<file path="src/rtl/enc_pkg.sv">
// ---------------------------------------------------------------------------
// enc_pkg
// Shared definitions for the quadrature encoder counter:
//   - decode mode encodings (x1 / x2 / x4)
//   - Gray-code forward sequence 00 -> 10 -> 11 -> 01 -> 00, bit 1 = A, bit 0 = B
//   - signed step type carrying -1 / 0 / +1
// ---------------------------------------------------------------------------
`timescale 1ns/1ps
package enc_pkg;

    localparam logic [1:0] ENC_X1 = 2'b00;
    localparam logic [1:0] ENC_X2 = 2'b01;
    localparam logic [1:0] ENC_X4 = 2'b10;   // 2'b11 also decodes as x4

    // Forward (clockwise) Gray sequence, state = {A, B}
    localparam logic [1:0] GRAY_S0 = 2'b00;
    localparam logic [1:0] GRAY_S1 = 2'b10;
    localparam logic [1:0] GRAY_S2 = 2'b11;
    localparam logic [1:0] GRAY_S3 = 2'b01;

    typedef logic signed [1:0] step_t;

    localparam step_t STEP_NONE = 2'sb00;
    localparam step_t STEP_FWD  = 2'sb01;
    localparam step_t STEP_REV  = 2'sb11;

    // State that follows s when rotating forward
    function automatic logic [1:0] gray_fwd_next(input logic [1:0] s);
        case (s)
            GRAY_S0: return GRAY_S1;
            GRAY_S1: return GRAY_S2;
            GRAY_S2: return GRAY_S3;
            default: return GRAY_S0;
        endcase
    endfunction

endpackage

</file>
<file path="src/rtl/enc_debounce.sv">
// ---------------------------------------------------------------------------
// enc_debounce
// One encoder phase: 2-FF synchroniser followed by a sample-history filter.
// The synced level is shifted into a DEB_SAMPLES-deep history on each tick;
// the filtered level only moves when the whole history agrees.
// Ports:
//   clk     : system clock
//   rst     : synchronous active-high reset (all state -> RESET_LVL)
//   i_raw   : asynchronous raw pin
//   i_tick  : one-clk sample strobe from the shared prescaler
//   o_level : filtered level
// ---------------------------------------------------------------------------
`timescale 1ns/1ps
module enc_debounce
    import enc_pkg::*;
#(
    parameter int   DEB_SAMPLES = 2,
    parameter logic RESET_LVL   = 1'b1
) (
    input  logic clk,
    input  logic rst,
    input  logic i_raw,
    input  logic i_tick,
    output logic o_level
);

    logic [1:0]             r_sync;
    logic [DEB_SAMPLES-1:0] r_hist;
    logic                   r_level;
    logic [DEB_SAMPLES-1:0] w_hist_next;

    // History including the sample taken on this tick; the decision uses it
    // so the level can move on the very tick that completes the run.
    assign w_hist_next = {r_hist[DEB_SAMPLES-2:0], r_sync[1]};

    always_ff @(posedge clk) begin
        if (rst) begin
            r_sync  <= {2{RESET_LVL}};
            r_hist  <= {DEB_SAMPLES{RESET_LVL}};
            r_level <= RESET_LVL;
        end else begin
            r_sync <= {r_sync[0], i_raw};
            if (i_tick) begin
                r_hist <= w_hist_next;
                if (&w_hist_next) begin
                    r_level <= 1'b1;
                end else if (~|w_hist_next) begin
                    r_level <= 1'b0;
                end
            end
        end
    end

    assign o_level = r_level;

endmodule

</file>
<file path="src/rtl/quad_encoder_counter.sv">
// ---------------------------------------------------------------------------
// quad_encoder_counter
// Debounced quadrature decoder with detent accumulation and a bounded
// position counter (saturating or wrapping), parallel load and
// illegal-transition flagging.
// Ports:
//   clk, rst          : clock, synchronous active-high reset
//   enc_a, enc_b      : raw encoder phases (async, idle high)
//   mode              : 00 x1, 01 x2, 1x x4
//   load_en, load_val : load strobe and value (clamped to the bounds)
//   position          : current position
//   cw, ccw           : one-clk pulse per reported step
//   dir               : sticky direction of last reported step (1 = cw)
//   at_min, at_max    : position sits on a bound
//   err               : one-clk pulse when both phases change together
// ---------------------------------------------------------------------------
`timescale 1ns/1ps
module quad_encoder_counter
    import enc_pkg::*;
#(
    parameter int CNT_W            = 6,
    parameter int CNT_MIN          = 0,
    parameter int CNT_MAX          = 36,
    parameter int CNT_INIT         = 18,
    parameter int DEB_DIV          = 100000,
    parameter int DEB_SAMPLES      = 2,
    parameter int STEPS_PER_DETENT = 1,
    parameter int WRAP             = 0,
    parameter int INVERT           = 0
) (
    input  logic             clk,
    input  logic             rst,
    input  logic             enc_a,
    input  logic             enc_b,
    input  logic [1:0]       mode,
    input  logic             load_en,
    input  logic [CNT_W-1:0] load_val,
    output logic [CNT_W-1:0] position,
    output logic             cw,
    output logic             ccw,
    output logic             dir,
    output logic             at_min,
    output logic             at_max,
    output logic             err
);

    localparam int PRE_W = (DEB_DIV > 1) ? $clog2(DEB_DIV) : 1;
    localparam logic [PRE_W-1:0] PRE_LAST = PRE_W'(DEB_DIV - 1);
    localparam int ACC_W = 4;   // holds -4..+4
    localparam logic signed [ACC_W-1:0] SPD_P = ACC_W'(STEPS_PER_DETENT);
    localparam logic signed [ACC_W-1:0] SPD_N = -SPD_P;
    localparam logic [CNT_W-1:0] L_MIN  = CNT_W'(CNT_MIN);
    localparam logic [CNT_W-1:0] L_MAX  = CNT_W'(CNT_MAX);
    localparam logic [CNT_W-1:0] L_INIT = CNT_W'(CNT_INIT);
    localparam logic [CNT_W:0]   L_MAX1 = (CNT_W+1)'(CNT_MAX);

    logic [PRE_W-1:0]        r_presc;
    logic [1:0]              r_prev_ab;
    logic [1:0]              r_mode_prev;
    logic signed [ACC_W-1:0] r_acc;
    logic [CNT_W-1:0]        r_pos;
    logic                    r_cw, r_ccw, r_err, r_dir;

    logic                    w_tick;
    logic [1:0]              w_raw;
    logic [1:0]              w_ab;
    logic [1:0]              w_changed;
    logic                    w_fwd;
    logic                    w_mode_chg;
    step_t                   w_step_raw, w_step;
    logic signed [ACC_W-1:0] w_acc_base, w_acc_sum, w_acc_next;
    logic                    w_cw_next, w_ccw_next, w_dir_next;
    logic [CNT_W:0]          w_pos_inc, w_pos_dec;
    logic [CNT_W-1:0]        w_load_clamped, w_pos_next;

    // ---------------- debounce tick and per-phase filters -----------------
    assign w_tick = (r_presc == PRE_LAST);

    always_ff @(posedge clk) begin
        if (rst || w_tick) begin
            r_presc <= '0;
        end else begin
            r_presc <= r_presc + 1'b1;
        end
    end

    assign w_raw = {enc_a, enc_b};

    generate
        for (genvar gi = 0; gi < 2; gi++) begin : g_phase
            enc_debounce #(
                .DEB_SAMPLES (DEB_SAMPLES),
                .RESET_LVL   (1'b1)
            ) u_deb (
                .clk     (clk),
                .rst     (rst),
                .i_raw   (w_raw[gi]),
                .i_tick  (w_tick),
                .o_level (w_ab[gi])
            );
        end
    endgenerate

    // ---------------- Gray decode ----------------
    assign w_changed  = w_ab ^ r_prev_ab;
    assign w_fwd      = (w_ab == gray_fwd_next(r_prev_ab));
    assign w_mode_chg = (mode != r_mode_prev);

    always_comb begin
        w_step_raw = STEP_NONE;
        // Only single-bit changes are legal steps
        if (w_changed == 2'b01 || w_changed == 2'b10) begin
            case (mode)
                ENC_X1: begin
                    if (r_prev_ab[1] && !w_ab[1]) begin
                        w_step_raw = w_ab[0] ? STEP_FWD : STEP_REV;
                    end
                end
                ENC_X2: begin
                    if (w_changed[1]) begin
                        w_step_raw = w_fwd ? STEP_FWD : STEP_REV;
                    end
                end
                default: begin
                    w_step_raw = w_fwd ? STEP_FWD : STEP_REV;
                end
            endcase
        end
        w_step = (INVERT != 0) ? step_t'(-w_step_raw) : w_step_raw;
    end

    // ---------------- detent accumulator ----------------
    // A reversal (or a mode change) restarts the count from zero before the
    // new step is added.
    assign w_acc_base = (w_mode_chg || (r_acc != '0 && (r_acc[ACC_W-1] != w_step[1])))
                        ? '0 : r_acc;
    assign w_acc_sum  = w_acc_base + ACC_W'(w_step);

    always_comb begin
        w_acc_next = w_mode_chg ? '0 : r_acc;
        w_cw_next  = 1'b0;
        w_ccw_next = 1'b0;
        if (load_en) begin
            w_acc_next = '0;            // simultaneous step is dropped
        end else if (w_step != STEP_NONE) begin
            if (w_acc_sum == SPD_P) begin
                w_cw_next  = 1'b1;
                w_acc_next = '0;
            end else if (w_acc_sum == SPD_N) begin
                w_ccw_next = 1'b1;
                w_acc_next = '0;
            end else begin
                w_acc_next = w_acc_sum;
            end
        end
    end

    // ---------------- position counter ----------------
    assign w_pos_inc = {1'b0, r_pos} + 1'b1;
    assign w_pos_dec = {1'b0, r_pos} - 1'b1;

    always_comb begin
        if (int'(load_val) < CNT_MIN) begin
            w_load_clamped = L_MIN;
        end else if ({1'b0, load_val} > L_MAX1) begin
            w_load_clamped = L_MAX;
        end else begin
            w_load_clamped = load_val;
        end
    end

    always_comb begin
        w_pos_next = r_pos;
        w_dir_next = r_dir;
        if (load_en) begin
            w_pos_next = w_load_clamped;
        end else if (w_cw_next) begin
            w_dir_next = 1'b1;
            if (w_pos_inc > L_MAX1) begin
                w_pos_next = (WRAP != 0) ? L_MIN : L_MAX;
            end else begin
                w_pos_next = w_pos_inc[CNT_W-1:0];
            end
        end else if (w_ccw_next) begin
            w_dir_next = 1'b0;
            if (r_pos == L_MIN) begin
                w_pos_next = (WRAP != 0) ? L_MAX : L_MIN;
            end else begin
                w_pos_next = w_pos_dec[CNT_W-1:0];
            end
        end
    end

    always_ff @(posedge clk) begin
        if (rst) begin
            r_prev_ab   <= 2'b11;
            r_mode_prev <= mode;
            r_acc       <= '0;
            r_pos       <= L_INIT;
            r_cw        <= 1'b0;
            r_ccw       <= 1'b0;
            r_err       <= 1'b0;
            r_dir       <= 1'b1;
        end else begin
            r_prev_ab   <= w_ab;
            r_mode_prev <= mode;
            r_acc       <= w_acc_next;
            r_pos       <= w_pos_next;
            r_cw        <= w_cw_next;
            r_ccw       <= w_ccw_next;
            r_err       <= &w_changed;
            r_dir       <= w_dir_next;
        end
    end

    assign position = r_pos;
    assign cw       = r_cw;
    assign ccw      = r_ccw;
    assign dir      = r_dir;
    assign err      = r_err;
    assign at_min   = (r_pos == L_MIN);
    assign at_max   = (r_pos == L_MAX);

endmodule

</file>
<file path="config.mk">
export PLATFORM = sky130hd
export DESIGN_NAME = quad_encoder_counter
export DESIGN_NICKNAME = d
export VERILOG_FILES = /design/src/rtl/enc_pkg.sv /design/src/rtl/enc_debounce.sv /design/src/rtl/quad_encoder_counter.sv
export SDC_FILE = /design/constraint.sdc
export NUM_CORES = 1
export LEC_CHECK = 0
export ABC_AREA = 1
export BUFFER_PORTS_ARGS = -buffer_cell sky130_fd_sc_hd__buf_2
export CELL_PAD_IN_SITES_DETAIL_PLACEMENT = 0
export CELL_PAD_IN_SITES_GLOBAL_PLACEMENT = 1
export CORE_ASPECT_RATIO = 0.9
export CORE_UTILIZATION = 42
export DETAILED_ROUTE_END_ITERATION = 12
export PLACE_DENSITY = 0.87
export SETUP_SLACK_MARGIN = 0.05
export SLEW_MARGIN = 10
export SYNTH_ARGS = -nofsm -noshare
export SYNTH_HDL_FRONTEND = slang
export SYNTH_SLANG_ARGS = --single-unit
</file>
<file path="constraint.sdc">
create_clock -name clk -period 3.55 [get_ports clk]
set_input_delay 0.355 -clock clk [delete_from_list [all_inputs] [get_ports clk]]
set_output_delay 0.355 -clock clk [all_outputs]
set_load 0.01 [all_outputs]
</file>
==> results_dict.tcl <==
set metrics [dict create \
    status "complete, no violations" \
    cts_tree "yes" \
    cts_buffers 5 \
    synth_area_leader_cell "dfxtp_1" \
    vias 2198 \
    area_delta_synth_final_pct 16.7 \
    ios 25 \
    layout.nets 407 \
    worstSetupEndpointType "flop" \
    finalHoldViolCount 0 \
    drt_iter0_drc 166 \
    die_h_um 74.7 \
    coreArea_um2 5660 \
    fin_crit_sh 0.909 \
    synth_cell_types 37 \
    r2r_start "g_phase[1].u_deb.o_level" \
    holdPathStages 1 \
    grt_max_degree 18 \
    antenna_found_initial 0 \
    synth_edf_count 0 \
    htree_levels 2 \
    p_per_area_nw_per_um2 370 \
    placementRows 26 \
    drive_above_1_share 0.178 \
    regToRegSetupSlack_ps 320 \
    ir_drop_v 0.000203 \
    whs_ps 212 \
    ys_top_cells_by_count "78 x nand2_1, 46 x inv_1, 45 x nor2_1, 43 x dfxtp_1, 28 x nand3_1" \
    synth.avg_cell_area_um2 7.05 \
    worst_pin_slew_ps 600 \
    synth_top_area_frac 0.349 \
    viasPerCell 4.85 \
    place.port_buffers 24 \
    gp_congestion 0.825 \
    hold_path.class "input pin to flop" \
    critPathMaxFanout 5 \
    drtAntennaViolNets 0 \
    p_leak_nw 1.35 \
    start_kind "flop" \
    start_util 0.436 \
    fin_skew_ps 7.94 \
    arrival_ps 3410 \
    drtPass1Iterations 4 \
    yosys_register_bits 43 \
    max_freq_mhz 310 \
    cts_hold_buffers 0 \
    antenna_cells 0 \
    netlist_area_um2 2470 \
    drc 0 \
    synthMostInstantiatedCell "nand2_1" \
    synthCells 350 \
    grt_pass1_vias 1879 \
    slew_violations 0 \
    yosys_warnings 0 \
    final-setup-viol-count 0 \
    r2r_cells 20 \
    cts.sinks 43 \
    yosysSeqAreaShare 0.349 \
    clkLatencyLatePin_ps 290 \
    synth_area_leaders "dfxtp_1 35%, nand2_1 12%, inv_1 7.0%, nor2_1 6.8%, nand3_1 5.7%" \
    reg2reg_to "position[3]" \
    overflow 0 \
    cts_root_buf "clkbuf_8" \
    fin_crit_ps 3230 \
    wl_um 5230 \
    async_flop_share 0 \
    grt_usage 0.166 \
    cp_data_required_time_ps 3740 \
    syn_nets 375 \
    cap_violations 0 \
    hold_start "mode[1]" \
    dieArea_um2 6190 \
    relSlewSlack 0.599 \
    die_w_um 82.8 \
    clk_pin_slew_ps 80 \
    dpl.hpwl_um 3890 \
    wire_per_inst_um 11.5 \
    synth_ff_type "dfxtp_1" \
    grt_pass1_wl_um 8390 \
    rsz0062_at_grt "no" \
    setup_tns_ps 0 \
    cts_max_path_buffers 2 \
    crit_type "flop to flop" \
    hold_end "r_mode_prev[1]" \
]
logic make-up after synthesis:
group | Yosys count | share of synthesized area
simple gates | 193 | 0.378
buf+inv | 57 | 0.0907
flops | 43 | 0.349
compound gates | 32 | 0.0725
xor+xnor | 13 | 0.0461
fa+ha+maj | 12 | 0.0639
critical path, stage by stage (launching register included):
cell	delay, ps
dfxtp_1	350
inv_2	60
ha_1	260
inv_1	80
ha_2	300
nand2_2	120
inv_1	80
nand2_1	60
nand3_1	100
nor2_1	120
ha_1	170
inv_1	60
fa_2	350
xnor2_2	160
buf_4	150
nor2_4	200
nand3_4	140
nand3_4	110
nand2_1	80
a21oi_1	130
nor2_1	50
through the flow:
step,setup WS (ps),total power [mW],area (µm²),utilization,instances
6_report,325,1.07,2880,0.509,453
5_1_grt,86.8,1.11,2880,0.509,453
4_1_cts,63.7,1.08,2800,0.495,448
3_5_place_dp,77.0,0.623,2660,0.470,440
3_3_place_gp,167,0.622,2660,0.470,440
2_1_floorplan,428,0.591,2470,-,350
flip-flops by register name (all words and copies together) (netlist names), 2 cells and up:
signal / flops
position: 6
g_phase.u_deb.o_level: 2
r_acc: 4
g_phase.u_deb.r_hist: 2
r_mode_prev: 2
g_phase.u_deb.r_sync: 4
r_prev_ab: 2
r_presc: 17
how the worst max path moves through the flow:
stage          slack (ps)                     start     endpoint  cells past startpoint
2_1_floorplan         430  g_phase[1].u_deb.o_level  position[3]                     21
3_3_place_gp          170  g_phase[1].u_deb.o_level  position[3]                     20
3_5_place_dp           80  g_phase[1].u_deb.o_level  position[3]                     19
4_1_cts                60  g_phase[1].u_deb.o_level  position[3]                     20
5_1_grt                90  g_phase[1].u_deb.o_level  position[1]                     22
6_report              320  g_phase[1].u_deb.o_level  position[3]                     20
power by group:
part,switching [mW],leakage (nW),internal [mW]
clock,0.172,0.0654,0.281
sequential,0.0152,0.351,0.494
combinational,0.0638,0.937,0.0409
layout by cell type, fill, tap and decap left out, types with 2 or more instances in the layout:
cell type  instances
bufinv_16          2
buf_2             24
nand2_2            4
o21a_1             2
xnor2_1            2
nor3_1             5
buf_4              6
nor3b_1            2
nor3_2             2
nand2_1           77
a21oi_1           14
nor2_4             3
o211ai_1           4
nand3_4            3
or2_2              4
nand4_1           11
nor3b_2            2
clkbuf_8           5
nor2_1            44
inv_1             46
xor2_1            10
nand3_2            3
dfxtp_1           43
ha_1              10
o21ai_1            5
inv_2              4
o21ai_0            5
nand3_1           27
area by class of cell:
type	instances	area, µm²
Clock buffer	6	72.6
Clock inverter	2	60.1
Fill cell	589	2780
Inverter	51	191
Multi-Input combinational cell	251	1440
Sequential cell	43	861
Tap cell	70	87.6
Timing Repair Buffer	30	165
layer usage:
| metal | GRT usage | wire length [µm] | vias up |
|---|---|---|---|
| li1 | - | - | 1187 |
| met1 | 0.218 | 2660 | 969 |
| met2 | 0.287 | 2340 | 38 |
| met3 | 0.0318 | 187 | 4 |
| met4 | 0.0402 | 43 | 0 |
| met5 | 0 | 0 | - |
timing repair:
| item | in CTS | in global routing |
|---|---|---|
| setup buffers | 0 | 4 |
| pin swaps | 0 | 5 |
| hold endpoints to repair | 0 | 0 |
| gates cloned | 0 | 1 |
| endpoints found under the setup margin | 2 | 6 |
| resized for setup | 2 | 8 |
No activity file was read; power rests on OpenSTA's default activity.
